<file path="config.mk">
export PLATFORM = sky130hd
export DESIGN_NAME = dentro_cerchio_param_flat
export DESIGN_NICKNAME = d
export VERILOG_FILES = /design/src/rtl/dentro_cerchio_param_if.sv /design/src/rtl/dentro_cerchio_param.sv /design/src/flat_wrapper.sv
export SDC_FILE = /design/constraint.sdc
export NUM_CORES = 1
export LEC_CHECK = 0
export BUFFER_PORTS_ARGS = -buffer_cell sky130_fd_sc_hd__buf_2
export CAP_MARGIN = 25
export CORE_UTILIZATION = 45
export DETAILED_ROUTE_END_ITERATION = 12
export PLACE_DENSITY = 0.63
export SYNTH_ARGS = -nofsm -noshare
export SYNTH_HDL_FRONTEND = slang
export SYNTH_SLANG_ARGS = --single-unit
</file>
<file path="constraint.sdc">
create_clock -name clock -period 3.6 [get_ports clock]
set_input_delay 0.18 -clock clock [delete_from_list [all_inputs] [get_ports clock]]
set_output_delay 0.18 -clock clock [all_outputs]
set_load 0.05 [all_outputs]
</file>
<file path="src/rtl/dentro_cerchio_param_if.sv">
// Producer/consumer bundle of the inside-circle block: X/Y soc/eoc channels, radius, dav_/rfd result port.
interface dentro_cerchio_param_if #(
    parameter int W  = 8,
    parameter int CW = 16
);
    logic                 soc_x;
    logic                 eoc_x;
    logic signed [W-1:0]  x;
    logic                 soc_y;
    logic                 eoc_y;
    logic signed [W-1:0]  y;
    logic        [W-1:0]  r;
    logic                 dav_;
    logic                 rfd;
    logic                 z;
    logic                 on_edge;
    logic        [1:0]    quad;
    logic        [CW-1:0] count;

    modport master (
        output soc_x, soc_y, dav_, z, on_edge, quad, count,
        input  eoc_x, x, eoc_y, y, r, rfd
    );

    modport slave (
        input  soc_x, soc_y, dav_, z, on_edge, quad, count,
        output eoc_x, x, eoc_y, y, r, rfd
    );
endinterface

</file>
<file path="src/rtl/dentro_cerchio_param.sv">
// Inside-circle test of ADC-sampled (x,y) against a runtime radius using one shift-add squarer.
// Latency 3W+2 clocks from last capture to dav_=0; result held until the consumer drops rfd.
module dentro_cerchio_param #(
    parameter int W  = 8,
    parameter int CW = 16
) (
    input  logic                   clock,
    input  logic                   reset_,
    dentro_cerchio_param_if.master bus
);
    typedef enum logic [2:0] {S_START, S_CONV, S_CALC, S_OUT, S_WAIT} state_t;

    localparam int             BW       = (W > 1) ? $clog2(W) : 1;
    localparam logic [BW-1:0]  BIT_LAST = BW'(W - 1);
    localparam logic [BW-1:0]  BIT_ONE  = BW'(1);
    localparam logic [W-1:0]   ONE_W    = W'(1);
    localparam logic [CW-1:0]  ONE_C    = CW'(1);

    state_t               state, state_nxt;
    logic signed [W-1:0]  x_reg, y_reg;
    logic        [W-1:0]  r_reg;
    logic                 x_done, y_done;
    logic      [2*W-1:0]  mcand, sum_acc, rsq_acc;
    logic        [W-1:0]  mplier;
    logic       [BW-1:0]  bit_idx;
    logic        [1:0]    op_sel;

    // Magnitude stays W-bit unsigned, so the most negative sample maps to 2^(W-1) exactly.
    function automatic logic [W-1:0] mag(input logic [W-1:0] v);
        return v[W-1] ? (~v + ONE_W) : v;
    endfunction

    assign bus.dav_ = (state != S_OUT);

    always_ff @(posedge clock or negedge reset_) begin
        if (!reset_) state <= S_START;
        else         state <= state_nxt;
    end

    always_comb begin
        state_nxt = state;
        case (state)
            S_START: if (bus.eoc_x && bus.eoc_y) state_nxt = S_CONV;
            S_CONV:  if (x_done && y_done)       state_nxt = S_CALC;
            S_CALC:  if (op_sel == 2'd3)         state_nxt = S_OUT;
            S_OUT:   if (!bus.rfd)               state_nxt = S_WAIT;
            S_WAIT:  if (bus.rfd)                state_nxt = S_START;
            default:                             state_nxt = S_START;
        endcase
    end

    always_ff @(posedge clock or negedge reset_) begin
        if (!reset_) begin
            bus.soc_x   <= 1'b0;
            bus.soc_y   <= 1'b0;
            bus.z       <= 1'b0;
            bus.on_edge <= 1'b0;
            bus.quad    <= 2'd0;
            bus.count   <= '0;
            x_reg       <= '0;
            y_reg       <= '0;
            r_reg       <= '0;
            x_done      <= 1'b0;
            y_done      <= 1'b0;
            mcand       <= '0;
            mplier      <= '0;
            sum_acc     <= '0;
            rsq_acc     <= '0;
            bit_idx     <= '0;
            op_sel      <= 2'd0;
        end else begin
            case (state)
                S_START: begin
                    if (bus.eoc_x && bus.eoc_y) begin
                        bus.soc_x <= 1'b1;
                        bus.soc_y <= 1'b1;
                        r_reg     <= bus.r;
                        x_done    <= 1'b0;
                        y_done    <= 1'b0;
                    end
                end
                S_CONV: begin
                    // Each channel: drop soc once busy is seen, then capture on the return to idle.
                    if (bus.soc_x) begin
                        if (!bus.eoc_x) bus.soc_x <= 1'b0;
                    end else if (!x_done && bus.eoc_x) begin
                        x_reg  <= bus.x;
                        x_done <= 1'b1;
                    end
                    if (bus.soc_y) begin
                        if (!bus.eoc_y) bus.soc_y <= 1'b0;
                    end else if (!y_done && bus.eoc_y) begin
                        y_reg  <= bus.y;
                        y_done <= 1'b1;
                    end
                    if (x_done && y_done) begin
                        mcand   <= {{W{1'b0}}, mag(x_reg)};
                        mplier  <= mag(x_reg);
                        sum_acc <= '0;
                        rsq_acc <= '0;
                        bit_idx <= '0;
                        op_sel  <= 2'd0;
                    end
                end
                S_CALC: begin
                    if (op_sel != 2'd3) begin
                        // Operands in order |x|, |y| (into sum_acc), then r_reg (into rsq_acc).
                        if (mplier[0]) begin
                            if (op_sel == 2'd2) rsq_acc <= rsq_acc + mcand;
                            else                sum_acc <= sum_acc + mcand;
                        end
                        mcand   <= mcand << 1;
                        mplier  <= mplier >> 1;
                        bit_idx <= bit_idx + BIT_ONE;
                        if (bit_idx == BIT_LAST) begin
                            bit_idx <= '0;
                            op_sel  <= op_sel + 2'd1;
                            if (op_sel == 2'd0) begin
                                mcand  <= {{W{1'b0}}, mag(y_reg)};
                                mplier <= mag(y_reg);
                            end else begin
                                mcand  <= {{W{1'b0}}, r_reg};
                                mplier <= r_reg;
                            end
                        end
                    end else begin
                        bus.z       <= (sum_acc <= rsq_acc);
                        bus.on_edge <= (sum_acc == rsq_acc);
                        bus.quad    <= {y_reg[W-1], x_reg[W-1]};
                        if ((sum_acc <= rsq_acc) && (bus.count != '1))
                            bus.count <= bus.count + ONE_C;
                    end
                end
                default: ;
            endcase
        end
    end
endmodule

</file>
<file path="src/flat_wrapper.sv">
// flat-port wrapper written by rule: the top's interface ports become plain ports
module dentro_cerchio_param_flat 
#(
    parameter int W  = 8,
    parameter int CW = 16
)
  (clock, reset_, bus_soc_x, bus_soc_y, bus_dav_, bus_z, bus_on_edge, bus_quad, bus_count, bus_eoc_x, bus_x, bus_eoc_y, bus_y, bus_r, bus_rfd);
  dentro_cerchio_param_if #(.W(W), .CW(CW)) bus_i ();
  input  logic clock;
  input  logic reset_;
  output wire logic [$bits(bus_i.soc_x)-1:0] bus_soc_x;
  output wire logic [$bits(bus_i.soc_y)-1:0] bus_soc_y;
  output wire logic [$bits(bus_i.dav_)-1:0] bus_dav_;
  output wire logic [$bits(bus_i.z)-1:0] bus_z;
  output wire logic [$bits(bus_i.on_edge)-1:0] bus_on_edge;
  output wire logic [$bits(bus_i.quad)-1:0] bus_quad;
  output wire logic [$bits(bus_i.count)-1:0] bus_count;
  input wire logic [$bits(bus_i.eoc_x)-1:0] bus_eoc_x;
  input wire logic [$bits(bus_i.x)-1:0] bus_x;
  input wire logic [$bits(bus_i.eoc_y)-1:0] bus_eoc_y;
  input wire logic [$bits(bus_i.y)-1:0] bus_y;
  input wire logic [$bits(bus_i.r)-1:0] bus_r;
  input wire logic [$bits(bus_i.rfd)-1:0] bus_rfd;
  assign bus_soc_x = bus_i.soc_x;
  assign bus_soc_y = bus_i.soc_y;
  assign bus_dav_ = bus_i.dav_;
  assign bus_z = bus_i.z;
  assign bus_on_edge = bus_i.on_edge;
  assign bus_quad = bus_i.quad;
  assign bus_count = bus_i.count;
  assign bus_i.eoc_x = bus_eoc_x;
  assign bus_i.x = bus_x;
  assign bus_i.eoc_y = bus_eoc_y;
  assign bus_i.y = bus_y;
  assign bus_i.r = bus_r;
  assign bus_i.rfd = bus_rfd;
  dentro_cerchio_param #(.W(W), .CW(CW)) u_core (.clock(clock), .reset_(reset_), .bus(bus_i));
endmodule
</file>
Word-level counts from Yosys, hierarchy flattened. Index checks and enable logic that the tools add are counted.

Flip-flop bits (word level): 112. Output and inout bits: 23. Word-level logic and storage cells: 129.

$add $sub $neg: 7. $lt $le $gt $ge: 1. Equality and inequality tests: 25. Multiplexer cells: 49. Bitwise gates (word level): 5. Reductions and logical operators: 24.

Operators by type and width (number): $mux W16 (10); $pmux W16 S2 (3); $mux W8 (7); $add A16 B16 Y16 (2); $mux W3 (8); $ne A2 B1 Y1 const B (9); $add A16 B1 Y16 const B (1); $add A8 B1 Y8 const B (2); $eq A16 B16 Y1 (1); $le A16 B16 Y1 (1); $ne A16 B16 Y1 const B (1); $not A8 Y8 (2); $pmux W8 S2 (1); $pmux W3 S5 (1); $reduce_and A5 Y1 (3); $ne A2 B2 Y1 const B (6); $reduce_and A3 Y1 (4); $reduce_and A4 Y1 (3); $mux W1 (10); $pmux W1 S2 (4); $eq A3 B2 Y1 const B (2); $eq A3 B3 Y1 const B (2); $mux W2 (3); $pmux W3 S2 (1); 13 further kinds (24).

Depth between registers and ports, before layout.
Depth after elaboration: 7. Gate-level depth with buffers: 10. Gate-level depth less buffers: 9.

Worst setup path before layout. Ideal clock, no wire load.

Path type: register to register. Start: register u_core.rsq_acc[0]. End: register u_core.rsq_acc[14]. Setup time: 121 ps. Data arrival time: 2286 ps. Path slack: 1193 ps. Stages on the path, launching flop included: 10. Buffers on the path: 0. Period minus slack after synthesis: 2407 ps. Cell sequence: dfrtp_1 > ha_1 > fa_1 > a211oi_1 > nor2_1 > nor4_1 > o31ai_1 > a221oi_1 > xnor2_1 > a22o_1.

Longest elaborated chain between the ends: 5.

RTL lines: start, declared (RTL line dentro_cerchio_param.sv:23) `logic [2*W-1:0] mcand, sum_acc, rsq_acc;`; start signal, assigned (RTL line dentro_cerchio_param.sv:109) `if (op_sel == 2'd2) rsq_acc <= rsq_acc + mcand;`; $add A16 B16 Y16 (RTL line dentro_cerchio_param.sv:109); $mux W16 (RTL line dentro_cerchio_param.sv:109); $mux W16 (RTL line dentro_cerchio_param.sv:108) `if (mplier[0]) begin`; $mux W16 (RTL line dentro_cerchio_param.sv:106) `if (op_sel != 2'd3) begin`; $pmux W16 S2 (RTL line dentro_cerchio_param.sv:72) `case (state)`.

No other way between the ends. The select of a mux whose other input is x is not followed. A chain may end at the register's enable or synchronous reset.

Worst setup path after layout.
Start: register u_core.mcand[0]. End: register u_core.sum_acc[14].

Longest elaborated chain between the ends: 5.

RTL lines: start, declared (RTL line dentro_cerchio_param.sv:23); start signal, assigned (RTL line dentro_cerchio_param.sv:97) `mcand <= {{W{1'b0}}, mag(x_reg)};`; start signal, assigned (RTL line dentro_cerchio_param.sv:112) `mcand <= mcand << 1;`; start signal, assigned (RTL line dentro_cerchio_param.sv:119) `mcand <= {{W{1'b0}}, mag(y_reg)};`; $add A16 B16 Y16 (RTL line dentro_cerchio_param.sv:110) `else sum_acc <= sum_acc + mcand;`; $mux W16 (RTL line dentro_cerchio_param.sv:109); $mux W16 (RTL line dentro_cerchio_param.sv:108); $mux W16 (RTL line dentro_cerchio_param.sv:106); $pmux W16 S2 (RTL line dentro_cerchio_param.sv:72); end signal, assigned (RTL line dentro_cerchio_param.sv:110); end, declared (RTL line dentro_cerchio_param.sv:23).

No other way between the ends. The select of a mux whose other input is x is not followed.

==> out/qor.yml <==
status: "complete, no violations"
path_clk_slew_ns: 0.08
core_um2: 14590
yosys.area.top_type: "dfrtp_1"
setup_tns_ns: 0
synth-edff-count: 0
wl_mm: 14.61
gp_congestion: 0.8842
min_period_ns: 2.693
drive_gt1_share_pct: 17.01
dp.cells: 902
grt_pass1_vias: 5167
clk-insertion-delay-late_ns: 0.36
rr_endpoint: "u_core.sum_acc[14]"
slew_violations: 0
synth_nets: 766
cts_buffer_depth: 2
reg2reg_depth: 9
initial_utilization_pct: 46.43
syn2layout_area_growth_pct: 10.84
yosys.area.top_type_share_pct: 41.37
num_rows: 44
worstMarginPinSlew_ns: 0.8839
synth_warnings: 0
regToRegStartpoint: "u_core.mcand[0]"
critical_path.endpoint_type: "flip-flop"
die_x_um: 124.7
grt_pass1_wl_mm: 24.96
cts_sinks: 112
ys.flop_type: "dfrtp_1"
final_core_util_pct: 51.47
max-slew-margin-rel_pct: 41.07
dieArea_um2: 15550
via_count: 5194
p_leak_uw: 0.003622
setup_ws_ns: 0.9066
period_share_pct: 74.82
rsz0062_at_grt: "false"
reg2reg_setup_slack_ns: 0.91
fin_cells: 919
crit_type: "reg2reg"
async_flop_share_pct: 100.0
hpwl_mm: 10.89
maxCapViolations: 0
antenna_left: 0
synthCells: 681
via_per_inst: 5.652
grt_antenna_before_repair: 0
startpoint: "u_core.mcand[0]"
grt_start_max_net_pins: 69
drc: 0
ys_top_cells_by_area: "dfrtp_1 41%, ha_1 10%, mux2_2 4.5%, nand2_1 3.9%, a22o_1 3.9%"
startpoint_type: "flip-flop"
hold_path.class: "in2reg"
area.sequential_um2: 2803
antennaDiodeCount: 0
clock-root-buffer: "clkbuf_16"
grt_overflow: 0
cts_setup_buffers: 0
post-place-ws_ns: 0.9614
p_per_area_nw_per_um2: 626.1
track_usage_pct: 19.87
fp.dieH_um: 124.7
first_pass_iters: 5
critical_path_arrival_ns: 2.94
finClkSkew_ns: 0.01172
fillers: 1313
wl_per_cell_um: 15.90
nets: 816
cts_tree: "built"
htree_levels: 3
cts_inserted_buffers: 9
endpoint: "u_core.sum_acc[14]"
netlist_area_um2: 6774
multi_input_area_um2: 3751
hold_viol: 0
critPathRequiredTime_ns: 3.84
ys_seq_elements: 112
ir_worst_vdd_uv: 363.1
fmax_mhz: 371.3
drt_iter0_drc: 453
cp_max_fo: 4
finalSetupViolations: 0
yosys.cell_types.count: 57
mostFrequentLayoutCells: "112 x dfrtp_1, 71 x nand2_1, 54 x ha_1"
io_pins: 52
io_buffers: 51
final_common_cell: "dfrtp_1"
ys_seq_area_share_pct: 41.37
synth.avg_cell_area_um2: 9.947
worst max-delay path, cell delays in order (launching register included):
cell	delay, ns
dfrtp_1	0.43
ha_1	0.25
fa_1	0.44
a211oi_1	0.24
o21bai_1	0.14
o22ai_1	0.31
nor2_1	0.09
a221oi_1	0.34
xnor2_1	0.11
a22o_1	0.24
synth_stat cells, types with 2 or more instances:
cell type and count:
a21o_1 8, nand2_1 71, nor2_2 2, o21a_1 5
mux2_2 27, xor2_1 17, and3_1 5, a22o_1 30
nor3_1 5, nand4_1 12, a21oi_1 45, o21ai_1 2
ha_1 54, xnor2_1 29, xor2_2 6, o22ai_1 5
mux2i_1 2, buf_1 2, nor4b_1 3, fa_1 2
nor3_2 2, clkbuf_1 14, nor2_1 47, a31oi_1 5
o21ai_0 30, nand2b_1 4, a211oi_1 16, inv_1 31
nor2b_1 5, or3_1 2, dfrtp_1 112, o21bai_1 4
nor4_1 2, nor2_4 7, o31ai_1 7, buf_2 3
nand3_1 31, o211ai_1 6, a221oi_1 3
power breakdown:
group | internal, uW | switching [uW]
Clock | 478 | 487
Sequential | 1570 | 352
Combinational | 794 | 1020
Total | 2840 | 1860
stage by stage:
| stage | hold WS, ns | power (uW) | area [um2] |
|---|---|---|---|
| after floorplan | -0.1156 | 3267 | 6774 |
| after global placement | 0.3556 | 3691 | 7211 |
| after detailed placement | 0.3654 | 3754 | 7211 |
| after CTS | 0.03430 | 4736 | 7508 |
| after global routing | 0.03344 | 5068 | 7508 |
| final | 0.04842 | 4701 | 7508 |
metal layers:
metal	vias up	share of wire, %	track usage [%]
li1	2555	-	-
met1	2508	48	27.50
met2	113	47	31.91
met3	18	3.8	2.534
met4	0	1.7	7.087
met5	-	0	0
kinds of logic after synthesis:
kind of cell / after synthesis / synth area share [%]
xor+xnor: 52 / 7.388
flops: 112 / 41.37
fa+ha+maj: 56 / 10.57
simple gates: 206 / 15.35
buf+inv: 52 / 3.288
compound gates: 174 / 17.25
mux: 29 / 4.784
worst min-delay path by stage:
stage / from / end / depth (start not counted)
after floorplan: reset_ / u_core.bit_idx[0] / 0
after global placement: reset_ / u_core.sum_acc[11] / 1
after detailed placement: reset_ / u_core.sum_acc[12] / 1
after CTS: bus_x[3] / u_core.x_reg[3] / 2
after global routing: bus_x[3] / u_core.x_reg[3] / 2
final: bus_x[3] / u_core.x_reg[3] / 2
layout make-up:
cell class / count / share of cell area (%)
Multi-Input combinational cell: 517 / 49.96
Sequential cell: 112 / 37.33
Timing Repair Buffer: 60 / 4.399
Tap cell: 184 / 3.066
Clock buffer: 9 / 3.000
Inverter: 31 / 1.550
Clock inverter: 6 / 0.6999
timing repair:
item                                   CTS  global route
endpoints found under the hold margin   67             0
gates resized for setup                  0             0
hold buffers                             2             0
No activity file was read; power rests on OpenSTA's default activity.
